--- config.mk ---
export PLATFORM = sky130hd
export DESIGN_NAME = tt_tie_bank
export DESIGN_NICKNAME = d
export VERILOG_FILES = /design/src/rtl/tt_tie_pkg.sv /design/src/rtl/tt_tie_bank_shreg.sv /design/src/rtl/tt_tie_bank.sv
export SDC_FILE = /design/constraint.sdc
export NUM_CORES = 1
export LEC_CHECK = 0
export BUFFER_PORTS_ARGS = -buffer_cell sky130_fd_sc_hd__buf_2
export CAP_MARGIN = 20
export CORE_UTILIZATION = 45
export DETAILED_ROUTE_END_ITERATION = 10
export PLACE_DENSITY = 0.64
export REMOVE_ABC_BUFFERS = 1
export SYNTH_ARGS = -nofsm -noshare
export SYNTH_HDL_FRONTEND = slang
export SYNTH_SLANG_ARGS = --single-unit
--- constraint.sdc ---
create_clock -name clk -period 2.45 [get_ports clk]
set_input_delay 0.49 -clock clk [delete_from_list [all_inputs] [get_ports clk]]
set_output_delay 0.49 -clock clk [all_outputs]
set_load 0.01 [all_outputs]
--- src/rtl/tt_tie_pkg.sv ---
// Shared FSM encoding and counter sizing for the tt_tie_bank constant-driver bank.
package tt_tie_pkg;

   typedef enum logic [1:0] {
      IDLE   = 2'd0,
      SHIFT  = 2'd1,
      COMMIT = 2'd2
   } tt_state_e;

   // ceil(log2(w+1)): enough bits to count 0..w inclusive, minimum 1.
   function automatic int unsigned cnt_width(input int unsigned w);
      int unsigned n;
      n = 1;
      while ((32'd1 << n) < (w + 32'd1)) n = n + 1;
      return n;
   endfunction

endpackage

--- src/rtl/tt_tie_bank_shreg.sv ---
// Shadow shift register (MSB first) and accepted-bit counter for tt_tie_bank.
module tt_tie_bank_shreg
   import tt_tie_pkg::*;
#(
   parameter int unsigned WIDTH = 8,
   parameter int unsigned CW    = cnt_width(WIDTH)
) (
   input  logic             clk,
   input  logic             rst,
   input  logic             clr_i,
   input  logic             shift_en_i,
   input  logic             sin_i,
   output logic [WIDTH-1:0] shadow_o,
   output logic [CW-1:0]    count_o
);

   logic [WIDTH-1:0] shadow_q, shadow_d;
   logic [CW-1:0]    count_q, count_d;
   logic [WIDTH:0]   shifted;

   // Widened concat keeps the shift legal for WIDTH=1.
   assign shifted = {shadow_q, sin_i};

   always_comb begin
      shadow_d = shadow_q;
      count_d  = count_q;
      if (clr_i) begin
         shadow_d = '0;
         count_d  = '0;
      end else if (shift_en_i) begin
         shadow_d = shifted[WIDTH-1:0];
         count_d  = count_q + CW'(1);
      end
   end

   always_ff @(posedge clk) begin
      if (rst) begin
         shadow_q <= '0;
         count_q  <= '0;
      end else begin
         shadow_q <= shadow_d;
         count_q  <= count_d;
      end
   end

   assign shadow_o = shadow_q;
   assign count_o  = count_q;

endmodule

--- src/rtl/tt_tie_bank.sv ---
// Serially loadable bank of registered constant outputs; val changes only on commit.
// Optional TT_TIE_BANK_LOCK_EN adds a sticky lock input that blocks further loads until reset.
module tt_tie_bank
   import tt_tie_pkg::*;
#(
   parameter int unsigned      WIDTH   = 8,
   parameter logic [WIDTH-1:0] DEFAULT = '0
) (
   input  logic             clk,
   input  logic             rst,
   input  logic             load_start,
   input  logic             sin,
   input  logic             sin_valid,
`ifdef TT_TIE_BANK_LOCK_EN
   input  logic             lock,
`endif
   output logic [WIDTH-1:0] val,
   output logic             busy,
   output logic             done
);

   localparam int unsigned CW = cnt_width(WIDTH);

   tt_state_e        state_q;
   logic [WIDTH-1:0] val_q;
   logic             busy_q;
   logic             done_q;
   logic [WIDTH-1:0] shadow;
   logic [CW-1:0]    bit_cnt;
   logic             start_ok;
   logic             sh_clr;
   logic             sh_en;
   logic             last_bit;

`ifdef TT_TIE_BANK_LOCK_EN
   logic lock_q;
   assign start_ok = load_start & ~lock_q;
`else
   assign start_ok = load_start;
`endif

   // A restart in SHIFT clears the shadow and discards that cycle's bit.
   always_comb begin
      sh_clr = 1'b0;
      sh_en  = 1'b0;
      case (state_q)
         IDLE:   sh_clr = start_ok;
         SHIFT: begin
            sh_clr = start_ok;
            sh_en  = sin_valid & ~start_ok;
         end
         COMMIT: sh_clr = start_ok;
         default: ;
      endcase
   end

   assign last_bit = sh_en && (bit_cnt == CW'(WIDTH - 1));

   tt_tie_bank_shreg #(
      .WIDTH (WIDTH),
      .CW    (CW)
   ) u_shreg (
      .clk        (clk),
      .rst        (rst),
      .clr_i      (sh_clr),
      .shift_en_i (sh_en),
      .sin_i      (sin),
      .shadow_o   (shadow),
      .count_o    (bit_cnt)
   );

   always_ff @(posedge clk) begin
      if (rst) begin
         state_q <= IDLE;
         val_q   <= DEFAULT;
         busy_q  <= 1'b0;
         done_q  <= 1'b0;
`ifdef TT_TIE_BANK_LOCK_EN
         lock_q  <= 1'b0;
`endif
      end else begin
         done_q <= 1'b0;
         case (state_q)
            IDLE: begin
`ifdef TT_TIE_BANK_LOCK_EN
               if (lock) lock_q <= 1'b1;
`endif
               if (start_ok) begin
                  state_q <= SHIFT;
                  busy_q  <= 1'b1;
               end
            end
            SHIFT: begin
               if (last_bit) state_q <= COMMIT;
            end
            COMMIT: begin
               val_q  <= shadow;
               done_q <= 1'b1;
               if (start_ok) begin
                  state_q <= SHIFT;
                  busy_q  <= 1'b1;
               end else begin
                  state_q <= IDLE;
                  busy_q  <= 1'b0;
               end
            end
            default: begin
               state_q <= IDLE;
               busy_q  <= 1'b0;
            end
         endcase
      end
   end

   assign val  = val_q;
   assign busy = busy_q;
   assign done = done_q;

endmodule

# [Word level (Yosys, flattened, before mapping)]
# Cells that the tools add are included.
[classes] n_addsub=1 eq_ne=5 mux=10 bitwise_logic=3 n_reduce_logical=6
[op_table] operator="2-to-1 mux 1 bit" n=6
[op_table] operator="case mux 2 bit (3 select lines)" n=1
[op_table] operator="adder 4 x 1 -> 4 bit (second input constant)" n=1
[op_table] operator="== test 4 x 3 -> 1 bit (second input constant)" n=1
[op_table] operator="2-to-1 mux 2 bit" n=2
[op_table] operator="inequality test 2 bit (second input constant)" n=2
[op_table] operator="AND reduction 2 bit" n=2
[op_table] operator="case mux 1 bit (3 select lines)" n=1
[op_table] operator="OR reduction 3 bit" n=1
[op_table] operator="== test 2 x 1 -> 1 bit (second input constant)" n=1
[op_table] operator="== test 2 bit (second input constant)" n=1
[op_table] operator="logical NOT 2 bit" n=1
[op_table] operator="NOT 1 bit" n=2
[op_table] operator="OR reduction 2 bit" n=1
[op_table] operator="AND 1 bit" n=1
[op_table] operator="logical AND 1 bit" n=1
[word_totals] ff_bits=24 input_bits=5 output_inout_bits=10 wordCells=31

# [Logic depth before layout (Yosys ltp)]
[logic_depth] word_depth=6 ltp_mapped=4 depth_no_buf=4

# [By module]
# A second synthesis with hierarchy kept.
[unflattened] cells_unflattened=96 hier_area_um2=968.4
[by_module_without_submodules] module="tt_tie_bank" n_inst=1 cells_each=53 area_each_um2=504.2 seq_area_each_um2=240.2
[by_module_without_submodules] module="tt_tie_bank_shreg" n_inst=1 cells_each=43 area_each_um2=464.2 seq_area_each_um2=240.2

# [Least setup slack after synthesis]
# No wires, ideal clock.
[synth_path] path_type="input -> register" from="in load_start" to="reg state_q[0]" setup_time_ns=0.136 arrival_time_ns=1.105 setup_slack_ns=1.209 stages=3 path_buffers=0 path_cell_list="nand4bb_4 nor4b_1 o22ai_1"
[synth_between] elab_chain_len=6
[synth_lines] element="from (decl)" line_no="tt_tie_bank.sv:11" source="input logic load_start,"
[synth_lines] element="NOT 1 bit" line_no="tt_tie_bank.sv:50" source="sh_en = sin_valid & ~start_ok;"
[synth_lines] element="AND 1 bit" line_no="tt_tie_bank.sv:50"
[synth_lines] element="2-to-1 mux 1 bit" line_no="tt_tie_bank.sv:46" source="case (state_q)"
[synth_lines] element="logical AND 1 bit" line_no="tt_tie_bank.sv:57" source="assign last_bit = sh_en && (bit_cnt == CW'(WIDTH - 1));"
[synth_lines] element="inequality test 2 bit (no line)"
[synth_lines] element="AND reduction 2 bit (no line)"
[synth_lines] element="to (signal assigned)" line_no="tt_tie_bank.sv:74" source="state_q <= IDLE;"
[synth_lines] element="to (signal assigned)" line_no="tt_tie_bank.sv:89" source="state_q <= SHIFT;"
[synth_lines] element="to (signal assigned)" line_no="tt_tie_bank.sv:94" source="if (last_bit) state_q <= COMMIT;"
[synth_lines] element="to (decl)" line_no="tt_tie_bank.sv:24" source="tt_state_e state_q;"
# Several ways; a longest one is shown, not always the timed one.
# A chain may end at the register's enable or synchronous reset.

# [Worst setup path after layout]
[layout_path] from="reg state_q[0]" to="reg state_q[0]"
[layout_between] elab_chain_len=5
[layout_lines] element="== test 2 x 1 -> 1 bit" line_no="tt_tie_bank.sv:46, tt_tie_bank.sv:83"
[layout_lines] element="2-to-1 mux 1 bit" line_no="tt_tie_bank.sv:46"
[layout_lines] element="logical AND 1 bit" line_no="tt_tie_bank.sv:57"
[layout_lines] element="inequality test 2 bit (no line)"
[layout_lines] element="AND reduction 2 bit (no line)"
# Several ways; a longest one is shown, not always the timed one.

==> run metrics <==
Final nets 125; CTS tree yes; Post-synth EDFFs 0; largest net degree at the start of global routing 15; Synth Cell Area ~900 um2; register area share after synthesis a little over half; Tmin final 1.37 ns; # rows 15; DRC errors left 0; worst endpoint data arrival time approximately 1.6 ns; Core Util, Final 57.2%; post-DR vias/cell about 5; switching power around 140 uW; max cap viols 0; Pint approximately 570 uW; worst path required time about 2.6 ns; ant diodes 0; critical path class reg2reg; Area growth syn-to-layout 13.7%; initial antenna violation count 0; H-tree Lvls 1; Setup TNS 0 ns; routed via count about 700; Max-slew headroom about 75%; status finished clean; clock share of power 40.0%; routability cong. ~0.66; drt total wl ~1.6 mm; clock skew between 0.01 and 0.015 ns; Synth Register Bits 24; CP Launch Type register; initial core utilization 50.3%; Net Sw Frac between 10% and 20%; CTS Root Cell clkbuf_4; f_max ~730 MHz; CTS Hold Bufs 0; first-pass GRT wire length 2.54 mm; leakage power about 0.37 nW; Comb power frac 3.9%; Synthesis Warnings 0; cell count after synthesis roughly 110; IO Count 15; Core Footprint 1800 um2; vias in the first global route 600; RSZ-0062 raised after global routing no; IO Port Bufs 14; sequential power share 56.1%; max-slew violations 0; Resize count post-CTS 0; total CTS buffers 3; layout cell share with drive strength beyond 1 around 16%; final hold vios 0; worst vdd ir just under 0.5 mV; Most used DFF post-synth dfxtp_1; post-synth top area share between 50% and 60%; Final setup viols 0; post-CTS repair timing setup buffer count 0; clock buffer depth 2; Worst-path clk slew roughly 0.12 ns; CP Capture Type register; total grt overflow 0; CTS Sinks 24; antenna-violating nets left 0; crit share post-route roughly 56%; syn avg cell area around 8.5 um2; clk_lat worst skew 0.32 ns; width of the die around 47 um; drt pass-1 iters 4; Final Power between 700 and 800 uW; pwr dens ~690 nW/um2; type of the worst min-delay path in2reg; Final HPWL DP between 1 and 1.5 mm; Synth top cells by count nand2_1, dfxtp_1, a21oi_1, buf_2, nand2b_1; die area 2200 um2; CP max FO 14; most frequent cell after synthesis nand2_1; cell breakdown of the critical path nand4bb_4 -> nor4b_1 -> o22ai_1; post-synth cell types 23; wire per inst roughly 11 um; Max stage delay on crit path ~0.47 ns; CP max-delay cell dfxtp_1; Async SR Flop Fraction 0%; actual slew at the worst max-slew pin 0.370 ns; Filler cells 192; GRT Util Overall between 15 and 20%; initial DRC count 5; height of the die 46.9 um; cell taking the most area after synthesis dfxtp_1; top cells by area, synth dfxtp_1, nand2_1, a21oi_1
==> path summary, 6_finish.rpt <==
kind,startpoint,end,slack (ns),depth (start not counted)
min reg2reg,val[6],val[6],0.46,2
min,sin,u_shreg.shadow_o[0],0.40,3
max reg2reg,state_q[0],state_q[0],1.08,3
max,state_q[0],state_q[0],1.08,3
==> cell usage in the layout, fill, tap and decap left out, drive strengths merged, types with 2 or more instances in the layout <==
cell	n
buf	14
nor2	2
dfxtp	24
o21ai	2
nand2	35
or3	2
clkbuf	3
a21oi	20
nand2b	3
==> worst max-delay path, delay by kind of cell (launching register included) <==
kind               cells  cell delay (ns)
and+or+nand+nor        2             0.64
AOI/OAI and AO/OA      1             0.14
DFF                    1             0.47
==> cell type report <==
| class | count | area (um2) | area share (%) |
|---|---|---|---|
| clock buffers | 3 | 22.5 | 2.19 |
| clock inverters | 1 | 30.0 | 2.92 |
| inverters | 1 | 3.75 | 0.365 |
| multi-input cells | 75 | 392 | 38.0 |
| flip-flops and latches | 24 | 480 | 46.7 |
| well taps | 25 | 31.3 | 3.04 |
| repair buffers | 14 | 70.1 | 6.80 |
==> registers in the layout, indices dropped and copies added, names as in the netlist <==
name	cells
u_shreg.shadow_o	8
val	8
u_shreg.count_o	4
state_q	2
busy	1
done	1
==> per-stage QoR <==
step | hold WS (ns) | setup WS [ns] | area (um2) | cells
floorplan | 0.426 | 1.11 | 876 | 100
global placement | 0.438 | 0.906 | 977 | 139
detailed placement | 0.445 | 0.824 | 977 | 139
CTS | 0.393 | 1.08 | 1030 | 143
global route | 0.379 | 0.838 | 1030 | 143
finish | 0.401 | 1.08 | 1030 | 143
==> logic make-up (layout without fill, tap and decap cells) <==
family	count (synthesis)	count (layout)	share of synthesized area [%]
and+or+nand+nor	49	49	27.2
buffers and inverters	7	19	3.73
DFF	24	24	53.0
adders and majority gates	1	1	1.38
AOI/OAI and AO/OA	24	24	13.7
xor gates and xnor gates	1	1	0.967
==> power by group through the flow <==
stage          combinational [mW]  clock [mW]  sequential [mW]
2_1_floorplan              0.0155           0            0.408
3_3_place_gp               0.0279           0            0.407
3_5_place_dp               0.0283           0            0.408
4_1_cts                    0.0283       0.292            0.399
5_1_grt                    0.0315       0.310            0.401
6_report                   0.0281       0.285            0.399
==> routing by layer <==
layer	vias to the layer above	GRT usage [%]	wire [um]
met4	0	5.14	22
met2	14	28.1	704
met3	4	6.92	64
met5	-	0	0
li1	373	-	-
met1	318	19.6	762
(Power assumes the default switching activity.)
